## config.mk

```make
export PLATFORM = sky130hd
export DESIGN_NAME = dht11_uart_reporter
export DESIGN_NICKNAME = d
export VERILOG_FILES = /design/src/rtl/dht11_uart_reporter.sv
export SDC_FILE = /design/constraint.sdc
export NUM_CORES = 1
export LEC_CHECK = 0
export CORE_ASPECT_RATIO = 0.9
export CORE_UTILIZATION = 40
export CTS_BUF_LIST = sky130_fd_sc_hd__clkbuf_2
export CTS_CLUSTER_SIZE = 28
export DETAILED_ROUTE_END_ITERATION = 8
export PLACE_DENSITY = 0.7
export SLEW_MARGIN = 20
export SYNTH_ARGS = -nofsm -noshare
export SYNTH_HDL_FRONTEND = slang
export SYNTH_SLANG_ARGS = --single-unit
```

## constraint.sdc

```tcl
create_clock -name clk -period 8.7 [get_ports clk]
set_input_delay 1.74 -clock clk [delete_from_list [all_inputs] [get_ports clk]]
set_output_delay 1.74 -clock clk [all_outputs]
set_load 0.01 [all_outputs]
```

## src/rtl/dht11_uart_reporter.sv

```systemverilog
// dht11_uart_reporter: turns each DHT11 measurement into an ASCII frame
// ("RH:hhh T:ttt" or "ERR" plus line ending) and streams it byte by byte
// into a UART transmitter over a tx_start/tx_busy handshake.
`timescale 1ns/1ps
module dht11_uart_reporter #(
  parameter int unsigned CRLF = 1
) (
  input  logic       clk,
  input  logic       rst,
  input  logic       data_done,
  input  logic [7:0] rh_data,
  input  logic [7:0] t_data,
  input  logic       dht11_valid,
  input  logic       tx_busy,
  output logic       tx_start,
  output logic [7:0] tx_data,
  output logic       busy,
  output logic [7:0] frame_cnt,
  output logic [7:0] ovr_cnt
);

  localparam logic [2:0] S_IDLE    = 3'd0;
  localparam logic [2:0] S_LOAD    = 3'd1;
  localparam logic [2:0] S_REQ     = 3'd2;
  localparam logic [2:0] S_WAIT_HI = 3'd3;
  localparam logic [2:0] S_WAIT_LO = 3'd4;
  localparam logic [2:0] S_DONE    = 3'd5;

  localparam logic [7:0] EOL = (CRLF != 0) ? 8'h0D : 8'h0A;

  logic [2:0]  state_q, state_d;
  logic [7:0]  act_rh_q, act_rh_d, act_t_q, act_t_d;
  logic        act_v_q, act_v_d;
  logic        pend_full_q, pend_full_d;
  logic [7:0]  pend_rh_q, pend_rh_d, pend_t_q, pend_t_d;
  logic        pend_v_q, pend_v_d;
  logic [3:0]  idx_q, idx_d, last_q, last_d;
  logic        fv_q, fv_d;
  logic [23:0] dig_q, dig_d;
  logic [7:0]  tx_data_q, tx_data_d;
  logic [7:0]  frame_cnt_q, frame_cnt_d, ovr_cnt_q, ovr_cnt_d;
  logic        take_pend, cap_direct;

  // Exact 0..255 -> three BCD digits {hundreds, tens, ones}
  function automatic logic [11:0] to_bcd(input logic [7:0] v);
    logic [7:0] r;
    logic [3:0] h;
    if (v >= 8'd200) begin
      h = 4'd2; r = v - 8'd200;
    end else if (v >= 8'd100) begin
      h = 4'd1; r = v - 8'd100;
    end else begin
      h = 4'd0; r = v;
    end
    return {h, 4'(r / 8'd10), 4'(r % 8'd10)};
  endfunction

  // Frame byte at position idx; dig = {h2,h1,h0,t2,t1,t0}
  function automatic logic [7:0] frame_byte(input logic v, input logic [3:0] idx,
                                            input logic [23:0] dig);
    logic [7:0] b;
    b = 8'h0A;
    if (v) begin
      case (idx)
        4'd0:  b = 8'h52;
        4'd1:  b = 8'h48;
        4'd2:  b = 8'h3A;
        4'd3:  b = {4'h3, dig[23:20]};
        4'd4:  b = {4'h3, dig[19:16]};
        4'd5:  b = {4'h3, dig[15:12]};
        4'd6:  b = 8'h20;
        4'd7:  b = 8'h54;
        4'd8:  b = 8'h3A;
        4'd9:  b = {4'h3, dig[11:8]};
        4'd10: b = {4'h3, dig[7:4]};
        4'd11: b = {4'h3, dig[3:0]};
        4'd12: b = EOL;
        default: b = 8'h0A;
      endcase
    end else begin
      case (idx)
        4'd0:    b = 8'h45;
        4'd1:    b = 8'h52;
        4'd2:    b = 8'h52;
        4'd3:    b = EOL;
        default: b = 8'h0A;
      endcase
    end
    return b;
  endfunction

  // Capture/pending bookkeeping and frame sequencing
  always_comb begin
    state_d     = state_q;
    act_rh_d    = act_rh_q;
    act_t_d     = act_t_q;
    act_v_d     = act_v_q;
    pend_full_d = pend_full_q;
    pend_rh_d   = pend_rh_q;
    pend_t_d    = pend_t_q;
    pend_v_d    = pend_v_q;
    idx_d       = idx_q;
    last_d      = last_q;
    fv_d        = fv_q;
    dig_d       = dig_q;
    tx_data_d   = tx_data_q;
    frame_cnt_d = frame_cnt_q;
    ovr_cnt_d   = ovr_cnt_q;
    tx_start    = 1'b0;

    // Pending slot frees whenever IDLE/DONE promotes it; a capture in that
    // same cycle refills it without counting as an overwrite.
    take_pend  = pend_full_q && (state_q == S_IDLE || state_q == S_DONE);
    cap_direct = data_done && (state_q == S_IDLE) && !pend_full_q;

    if (take_pend) begin
      pend_full_d = 1'b0;
      act_rh_d    = pend_rh_q;
      act_t_d     = pend_t_q;
      act_v_d     = pend_v_q;
    end else if (cap_direct) begin
      act_rh_d = rh_data;
      act_t_d  = t_data;
      act_v_d  = dht11_valid;
    end
    if (data_done && !cap_direct) begin
      pend_full_d = 1'b1;
      pend_rh_d   = rh_data;
      pend_t_d    = t_data;
      pend_v_d    = dht11_valid;
      if (pend_full_q && !take_pend) ovr_cnt_d = ovr_cnt_q + 8'd1;
    end

    case (state_q)
      S_IDLE: if (take_pend || data_done) state_d = S_LOAD;
      S_LOAD: begin
        dig_d     = {to_bcd(act_rh_q), to_bcd(act_t_q)};
        fv_d      = act_v_q;
        idx_d     = 4'd0;
        last_d    = act_v_q ? ((CRLF != 0) ? 4'd13 : 4'd12)
                            : ((CRLF != 0) ? 4'd4  : 4'd3);
        tx_data_d = frame_byte(act_v_q, 4'd0, dig_d);
        state_d   = S_REQ;
      end
      S_REQ: begin
        if (!tx_busy) begin
          tx_start = rst;
          state_d  = S_WAIT_HI;
        end
      end
      S_WAIT_HI: if (tx_busy) state_d = S_WAIT_LO;
      S_WAIT_LO: begin
        if (!tx_busy) begin
          if (idx_q == last_q) begin
            state_d = S_DONE;
          end else begin
            idx_d     = idx_q + 4'd1;
            tx_data_d = frame_byte(fv_q, idx_q + 4'd1, dig_q);
            state_d   = S_REQ;
          end
        end
      end
      S_DONE: begin
        frame_cnt_d = frame_cnt_q + 8'd1;
        state_d     = pend_full_q ? S_LOAD : S_IDLE;
      end
      default: state_d = S_IDLE;
    endcase
  end

  // State registers with synchronous active-low reset
  always_ff @(posedge clk) begin
    if (!rst) begin
      state_q     <= S_IDLE;
      act_rh_q    <= '0;
      act_t_q     <= '0;
      act_v_q     <= 1'b0;
      pend_full_q <= 1'b0;
      pend_rh_q   <= '0;
      pend_t_q    <= '0;
      pend_v_q    <= 1'b0;
      idx_q       <= '0;
      last_q      <= '0;
      fv_q        <= 1'b0;
      dig_q       <= '0;
      tx_data_q   <= '0;
      frame_cnt_q <= '0;
      ovr_cnt_q   <= '0;
    end else begin
      state_q     <= state_d;
      act_rh_q    <= act_rh_d;
      act_t_q     <= act_t_d;
      act_v_q     <= act_v_d;
      pend_full_q <= pend_full_d;
      pend_rh_q   <= pend_rh_d;
      pend_t_q    <= pend_t_d;
      pend_v_q    <= pend_v_d;
      idx_q       <= idx_d;
      last_q      <= last_d;
      fv_q        <= fv_d;
      dig_q       <= dig_d;
      tx_data_q   <= tx_data_d;
      frame_cnt_q <= frame_cnt_d;
      ovr_cnt_q   <= ovr_cnt_d;
    end
  end

  assign tx_data   = tx_data_q;
  assign busy      = (state_q != S_IDLE);
  assign frame_cnt = frame_cnt_q;
  assign ovr_cnt   = ovr_cnt_q;

endmodule

```

### Word-level counts from Yosys, hierarchy flattened

Index checks and enable logic that the tools add are counted.
W data, S select, Z words.

| word-level totals | value |
|---|---|
| input port bits | 21 |
| output and inout bits | 26 |
| register bits | 95 |
| word-level logic and storage cells | 112 |

| cells by class | value |
|---|---|
| equal/unequal tests | 23 |
| order comparisons | 4 |
| reduce and logical (&&, ||, !) cells | 21 |
| add/subtract/negate cells | 7 |
| mux-type cells | 38 |
| div/mod/pow operators | 4 |

Operator list:

| operator | number |
|---|---|
| $mux W8 | 13 |
| $pmux W7 S12 | 1 |
| $pmux W7 S3 | 1 |
| $eq A4 B4 Y1 const B | 5 |
| $pmux W3 S6 | 1 |
| $add A8 B1 Y8 const B | 2 |
| $div A8 B4 Y8 const B | 2 |
| $eq A4 B3 Y1 const B | 4 |
| $ge A8 B7 Y1 const B | 2 |
| $ge A8 B8 Y1 const B | 2 |
| $mod A8 B4 Y8 const B | 2 |
| $pmux W8 S2 | 1 |
| $sub A8 B7 Y8 const B | 2 |
| $sub A8 B8 Y8 const B | 2 |
| $mux W3 | 5 |
| $mux W4 | 3 |
| $mux W1 | 9 |
| $eq A4 B2 Y1 const B | 2 |
| $ne A2 B2 Y1 const B | 4 |
| $pmux W4 S2 | 1 |
| $eq A3 B2 Y1 const B | 2 |
| $eq A3 B3 Y1 const B | 2 |
| $reduce_bool A2 Y1 | 3 |
| $logic_and A1 B1 Y1 | 5 |
| 16 further kinds | 21 |

### Longest topological paths before layout

| logic depth | value |
|---|---|
| word-level depth | 8 |
| gate-level depth with buffers | 13 |
| gate-level depth less buffers | 11 |

### Worst setup path after synthesis

No wires, ideal clock.

| timing path | value |
|---|---|
| kind | input to output |
| start | input rst |
| end | output tx_start |
| required time | 6960 ps |
| stages on the path | 3 |
| buffers on the path | 2 |
| arrival time | 2431 ps |
| slack | 4529 ps |
| cells stage by stage | clkbuf_1 clkbuf_1 and3_1 |

| on the way | value |
|---|---|
| word-level cells in the longest chain between the ends | 2 |

RTL lines:

| item | line | RTL |
|---|---|---|
| start, declared | 9 | `input logic rst,` |
| $mux W1 | 146 | `if (!tx_busy) begin` |
| $mux W1 | 134 | `case (state_q)` |
| end, declared | 15 | `output logic tx_start,` |

No other way between the ends.

### Worst setup path after layout

Same ends and word-level chain as after synthesis.

==> metrics <==
PnR worst setup slack=3.74 ns; Final Skew=0.0419 ns; minimum clock period=4.96 ns; critical path required time=6.96 ns; yosys warns=0; max-cap violation count=0; unrepaired setup endpoints after global routing=false; Slew headroom=27.5%; vias=5121; setup bufs post-CTS=0; IO Pins=47; Routed WL=13.4 mm; Detail Placement HPWL=9.27 mm; max incr delay on CP=0.59 ns; Worst setup EP type=output port; overall power=1070 uW; DR iter-0 viols=339; cell family with most CP delay=buffers and inverters; Critical R2R Capture=dig_q[14]; Fmax achieved=202 MHz; GP Congestion=0.893; CTS max path bufs=2; Post-Syn Nets=736; core area=13400 sq um; Post-synth ARST share=0%; CP Launch Type=input port; CTS tree=done; Initial Util=41.2%; reg2reg path depth=11; Die H=113 microns; setup TNS=0 ns; post-synthesis cell area=5500 sq um; Tightest Pin Transition=1.09 ns; failing checks=DRC; Critical Setup Path Class=input port to output port; Die Wd=126 microns; Root Buffer=clkbuf_2; post_cts resized=0; status=complete, but fails checks; pwr dens=176 nW/um^2; reg2reg start=act_rh_q[3]; CTS Sinks=87; flops & latches, synth=87; Non-Filler Instances=882; post-route clock period utilization=57.0%; pre-CTS setup slack=3.72 ns; first-pass GRT wire length=22.2 mm; R2R setup slack=5.17 ns; Final Max Tran Viols=0; CP Max Fanout=90; CP Buf/Inv Count=3; master of the slowest instance on the critical path=buf_4; Hold Crit Class=flip-flop to flip-flop; sequential area share after synthesis=31.7%; Antenna Cells=0; initial antenna violation count=0; hold worst-path end=dig_q[16]; syn avg cell area=7.88 sq um; grt ovf=0; IO Port Bufs=45; Fin. Hold Viols=0; critical-path cell list=buf_2 > buf_4 > and3_1 > clkdlybuf4s50_1; total global-route track usage=18.9%; Row Count=40; Area growth, synth to finish=10.4%; worst skew pair latency=0.56 ns; H-tree levels=3; Crit path arrival time=3.22 ns; wire per inst=15.2 microns; fin nets=747; TritonRoute pass-1 iters=9; Via density=5.81; Die Area=14200 sq um; worst vdd ir=0.0000836 V; Final setup violation count=0; number of synthesized flops with an enable pin=0; hold_sp=dig_q[16]; Synth cell types=77; CTS Hold Buffers Added=0; layout cell share with drive strength beyond 1=5.18%; Hold Worst Slack=0.476 ns; Synth Flop Type=dfxtp_1; # placed instances=866; CTS buffer count=9; Clock Pin Slew Worst Setup and Hold Paths=0.25 ns; Hold Path Depth=2; number of remaining DRC errors=5; commonest non-fill, non-tap cell in the layout=nand2_1; Cells after Synth=698; number of global-route vias before repair=4717; Lkg Pwr=0.00235 uW; commonest cells after routing, fill and taps aside=112 x nand2_1, 87 x dfxtp_1, 44 x clkdlybuf4s50_1; post-route antenna net violation count=0; largest net degree at the start of global routing=91
## where the power goes
part / internal [uW] / switching [uW]
registers: 437 / 40.5
clock network: 37.5 / 137
logic: 168 / 247
## registers in the layout, indices dropped and copies added (netlist names)
register / flops
dig_q: 20
last_q: 2
act_rh_q: 8
state_q: 3
pend_t_q: 8
pend_full_q: 1
pend_v_q: 1
act_v_q: 1
frame_cnt: 8
act_t_q: 8
pend_rh_q: 8
tx_data: 7
ovr_cnt: 8
idx_q: 4
## stage by stage
step | area, sq um | utilization, %
finish | 6070 | 45.4
global route | 6070 | 45.4
global placement | 5990 | 44.8
floorplan | 5500 | -
CTS | 6070 | 45.4
detailed placement | 5990 | 44.8
## area by class of cell
type / instances / area, sq um
clock buffers: 11 / 55.1
clock inverters: 5 / 23.8
fillers: 1321 / 7290
inverters: 17 / 63.8
multi-input cells: 544 / 3490
flip-flops and latches: 87 / 1740
well taps: 168 / 210
repair buffers: 50 / 483
## Yosys cell counts, types with 12 or more instances
cell	instances	share of area, %
and2_1	26	3.0
o21ai_0	40	3.6
nand2_1	112	7.6
ha_1	17	3.9
dfxtp_1	87	32
nor3_1	19	1.7
o211ai_1	17	2.3
a21oi_1	21	1.9
xnor2_1	16	2.5
nand3_1	24	2.2
inv_1	17	1.2
a21boi_0	34	4.6
o211a_1	20	3.6
nor2_1	30	2.0
clkbuf_1	43	2.9
mux2i_1	12	2.2
## routing by layer
metal  up-vias  track usage (%)  share of wire (%)
met1      2406             25.4                 49
met2       144             30.8                 45
li1       2555                -                  -
met5         -                0                  0
met4         0             5.61                1.4
met3        16             3.26                5.0
## worst max path at each step
stage / startpoint / to / depth (start not counted)
6_report: rst / tx_start / 4
5_1_grt: rst / tx_start / 4
4_1_cts: rst / tx_start / 4
3_5_place_dp: rst / tx_start / 4
3_3_place_gp: rst / tx_start / 4
2_1_floorplan: rst / tx_start / 3
## tightest hold or removal path, stage by stage (launching register included)
cell and delay (ns):
dfxtp_1 0.37, nand2_1 0.05, a21boi_1 0.05
## cells by family (layout without fill, tap and decap cells)
logic type,after synthesis,in the layout,synth area share (%)
mux,13,13,2.46
other cells,1,1,0.0682
xor+xnor,22,22,3.50
buf+inv,67,83,4.98
fa+ha+maj,19,19,4.25
flops,87,87,31.7
compound gates,224,224,29.7
simple gates,265,265,23.4
Note: power is estimated with default switching activity, not from simulation.
==> RTL edit (same flow settings) <==
Register the output `frame_cnt` once more; this adds one clock of latency there. The other outputs are not delayed to match.
--- a/src/rtl/dht11_uart_reporter.sv
+++ b/src/rtl/dht11_uart_reporter.sv
@@ -209,3 +209,5 @@
   assign busy      = (state_q != S_IDLE);
-  assign frame_cnt = frame_cnt_q;
+  always_ff @(posedge clk) begin
+    frame_cnt <= frame_cnt_q;
+  end
   assign ovr_cnt   = ovr_cnt_q;
Behaviour: same outputs for any inputs over 10 cycles, from zero or initial values and one cycle with rst low; that may be too few to reach the edited logic, so the function may still have changed.
==> RTL edit against the original RTL <==
  * Critical path depth grew 1
  * Total power grew 46%
  * Sequential power grew 24%
  * Worst setup slack lost 170 ps
  * Synthesized cell count shrank 0.14%
  * Maximum frequency shrank 3.3%
  * Design area grew 3.8%
  * Wire length shrank 3.5%
  * Sequential cell count grew 8
  * Clock power grew 23%
  * Non-clock buffer count shrank 1
  * Register-to-register slack is essentially flat
  * Synthesized area grew 3.1%
  * Critical path type unchanged
  * Critical endpoint unchanged
  * Largest cell class unchanged
  * Largest power group is now combinational cells
  * Highest routed layer unchanged
==> RTL edit: results (changes against the original RTL) <==
Routing
  • WL/cell: 14.3 um (-5.6%)
  • DR vias/cell: 5.64 (-2.8%)
  • DR pass1 iterations: 6 (-3)
  • DRT iter0 DRCs: 434 (+28%)

Critical path
  • CP max FO: 91 (+1.1%)
  • Slowest-stage cell, CP: clkdlybuf4s50_1
  • R2r setup slk: 5160 ps (about the same)
  • Crit. Startpoint: rst
  • Reg-to-Reg End: dig_q[13]$_SDFFE_PN0P_
  • CP arrival: 3390 ps (+170 ps)

Logic synthesis
  • Compound-Gate Fraction of Synth Area: 27.6% (-2.1 points)
  • Synth unique cells: 71 (-7.8%)
  • Post-Synth Adder-Cell Area: 3.75% (-0.50 points)
  • Synth top area cells: dfxtp_1, nand2_1, a21boi_0, ha_1, o211a_1
  • Fraction of synthesized area in multiplexers: 2.47% (+0.015 points)
  • Sequential fraction of the synthesis area: 33.5% (+1.9 points)
  • Synth cell count leaders: nand2_1, dfxtp_1, clkbuf_1
  • Post-Syn Nets: 735 (-0.14%)
  • Post-Synth XOR/XNOR Area: 4.63% (+1.1 points)

Finish
  • Most flop-heavy register: dig_q
  • Share of cells above drive strength 1: 6.59% (+1.4 points)
  • Layout Nets: 746 (-0.13%)
  • Fill cells: 1367 (+3.5%)

GRT
  • Initial antenna violation count: 0 (unchanged)
  • Vias in the first global route: 4678 (-0.83%)
  • First-pass GRT wire length: 21.9 mm (-1.3%)
  • Total track usage: 18.2% (-0.66 points)
  • Largest net degree at the start of global routing: 92 (+1.1%)

Pwr
  • Net Switching: 0.000671 W (+58%)
  • Pleak: 2.46 nW (+4.6%)
  • Max VDD drop: 108 uV (+29%)
  • Seq pwr share: 37.9% (-6.9 points)
  • Clk network pwr share: 13.8% (-2.5 points)

Placed design
  • Gpl congestion: 0.847 (-5.2%)
  • Dpl hpwl: 8.90 mm (-3.9%)

Status
  • Status: finished clean

Timing
  • Final setup vio count: 0 (unchanged)
  • Setup TNS: 0 ps (unchanged)
  • Worst rel slew slack: 36.4% (+9.0 points)
  • Clock Skew: 29.6 ps (-12.3 ps)

CTS
  • Clock latency on the worst-skew pair: between 500 and 600 ps
RTL edit: area by class of cell:
class,instances,share of cell area [%]
Inverter,15,0.893
Clock inverter,6,0.953
Tap cell,189,3.75
Sequential cell,95,30.2
Timing Repair Buffer,49,7.54
Clock buffer,10,0.794
Multi-Input combinational cell,538,55.9
RTL edit: per-stage QoR:
step | power, W | std cells | hold WS [ps] | setup slack [ps] | cell area [sq um]
after global routing | 0.00169 | 902 | 386 | 3400 | 6300
final | 0.00156 | 902 | 373 | 3570 | 6300
after CTS | 0.00156 | 902 | 375 | 3570 | 6300
after detailed placement | 0.00134 | 886 | 362 | 3570 | 6190
after floorplan | 0.00117 | 697 | 350 | 4330 | 5670
after global placement | 0.00131 | 886 | 358 | 3600 | 6180
RTL edit: how the worst min path moves through the flow:
stage,startpoint,end,cells after the start
detailed placement,frame_cnt_q[7]$_SDFFE_PN0N_,frame_cnt[7]$_DFF_P_,0
global placement,frame_cnt_q[7]$_SDFFE_PN0N_,frame_cnt[7]$_DFF_P_,0
floorplan,frame_cnt_q[7]$_SDFFE_PN0N_,frame_cnt[7]$_DFF_P_,0
finish,frame_cnt_q[5]$_SDFFE_PN0N_,frame_cnt[5]$_DFF_P_,0
global route,frame_cnt_q[5]$_SDFFE_PN0N_,frame_cnt[5]$_DFF_P_,0
CTS,frame_cnt_q[5]$_SDFFE_PN0N_,frame_cnt[5]$_DFF_P_,0
RTL edit: metal layers:
metal / up-vias / GRT usage [%] / routed length, um
li1: 2517 / - / -
met3: 10 / 3.86 / 837
met2: 174 / 29.1 / 5740
met1: 2388 / 24.7 / 6230
met4: 0 / 5.40 / 97
met5: - / 0 / 0
RTL edit: critical path, delay by kind of cell:
family,cells,cell delay (ps)
buf+inv,3,1260
simple gates,2,350
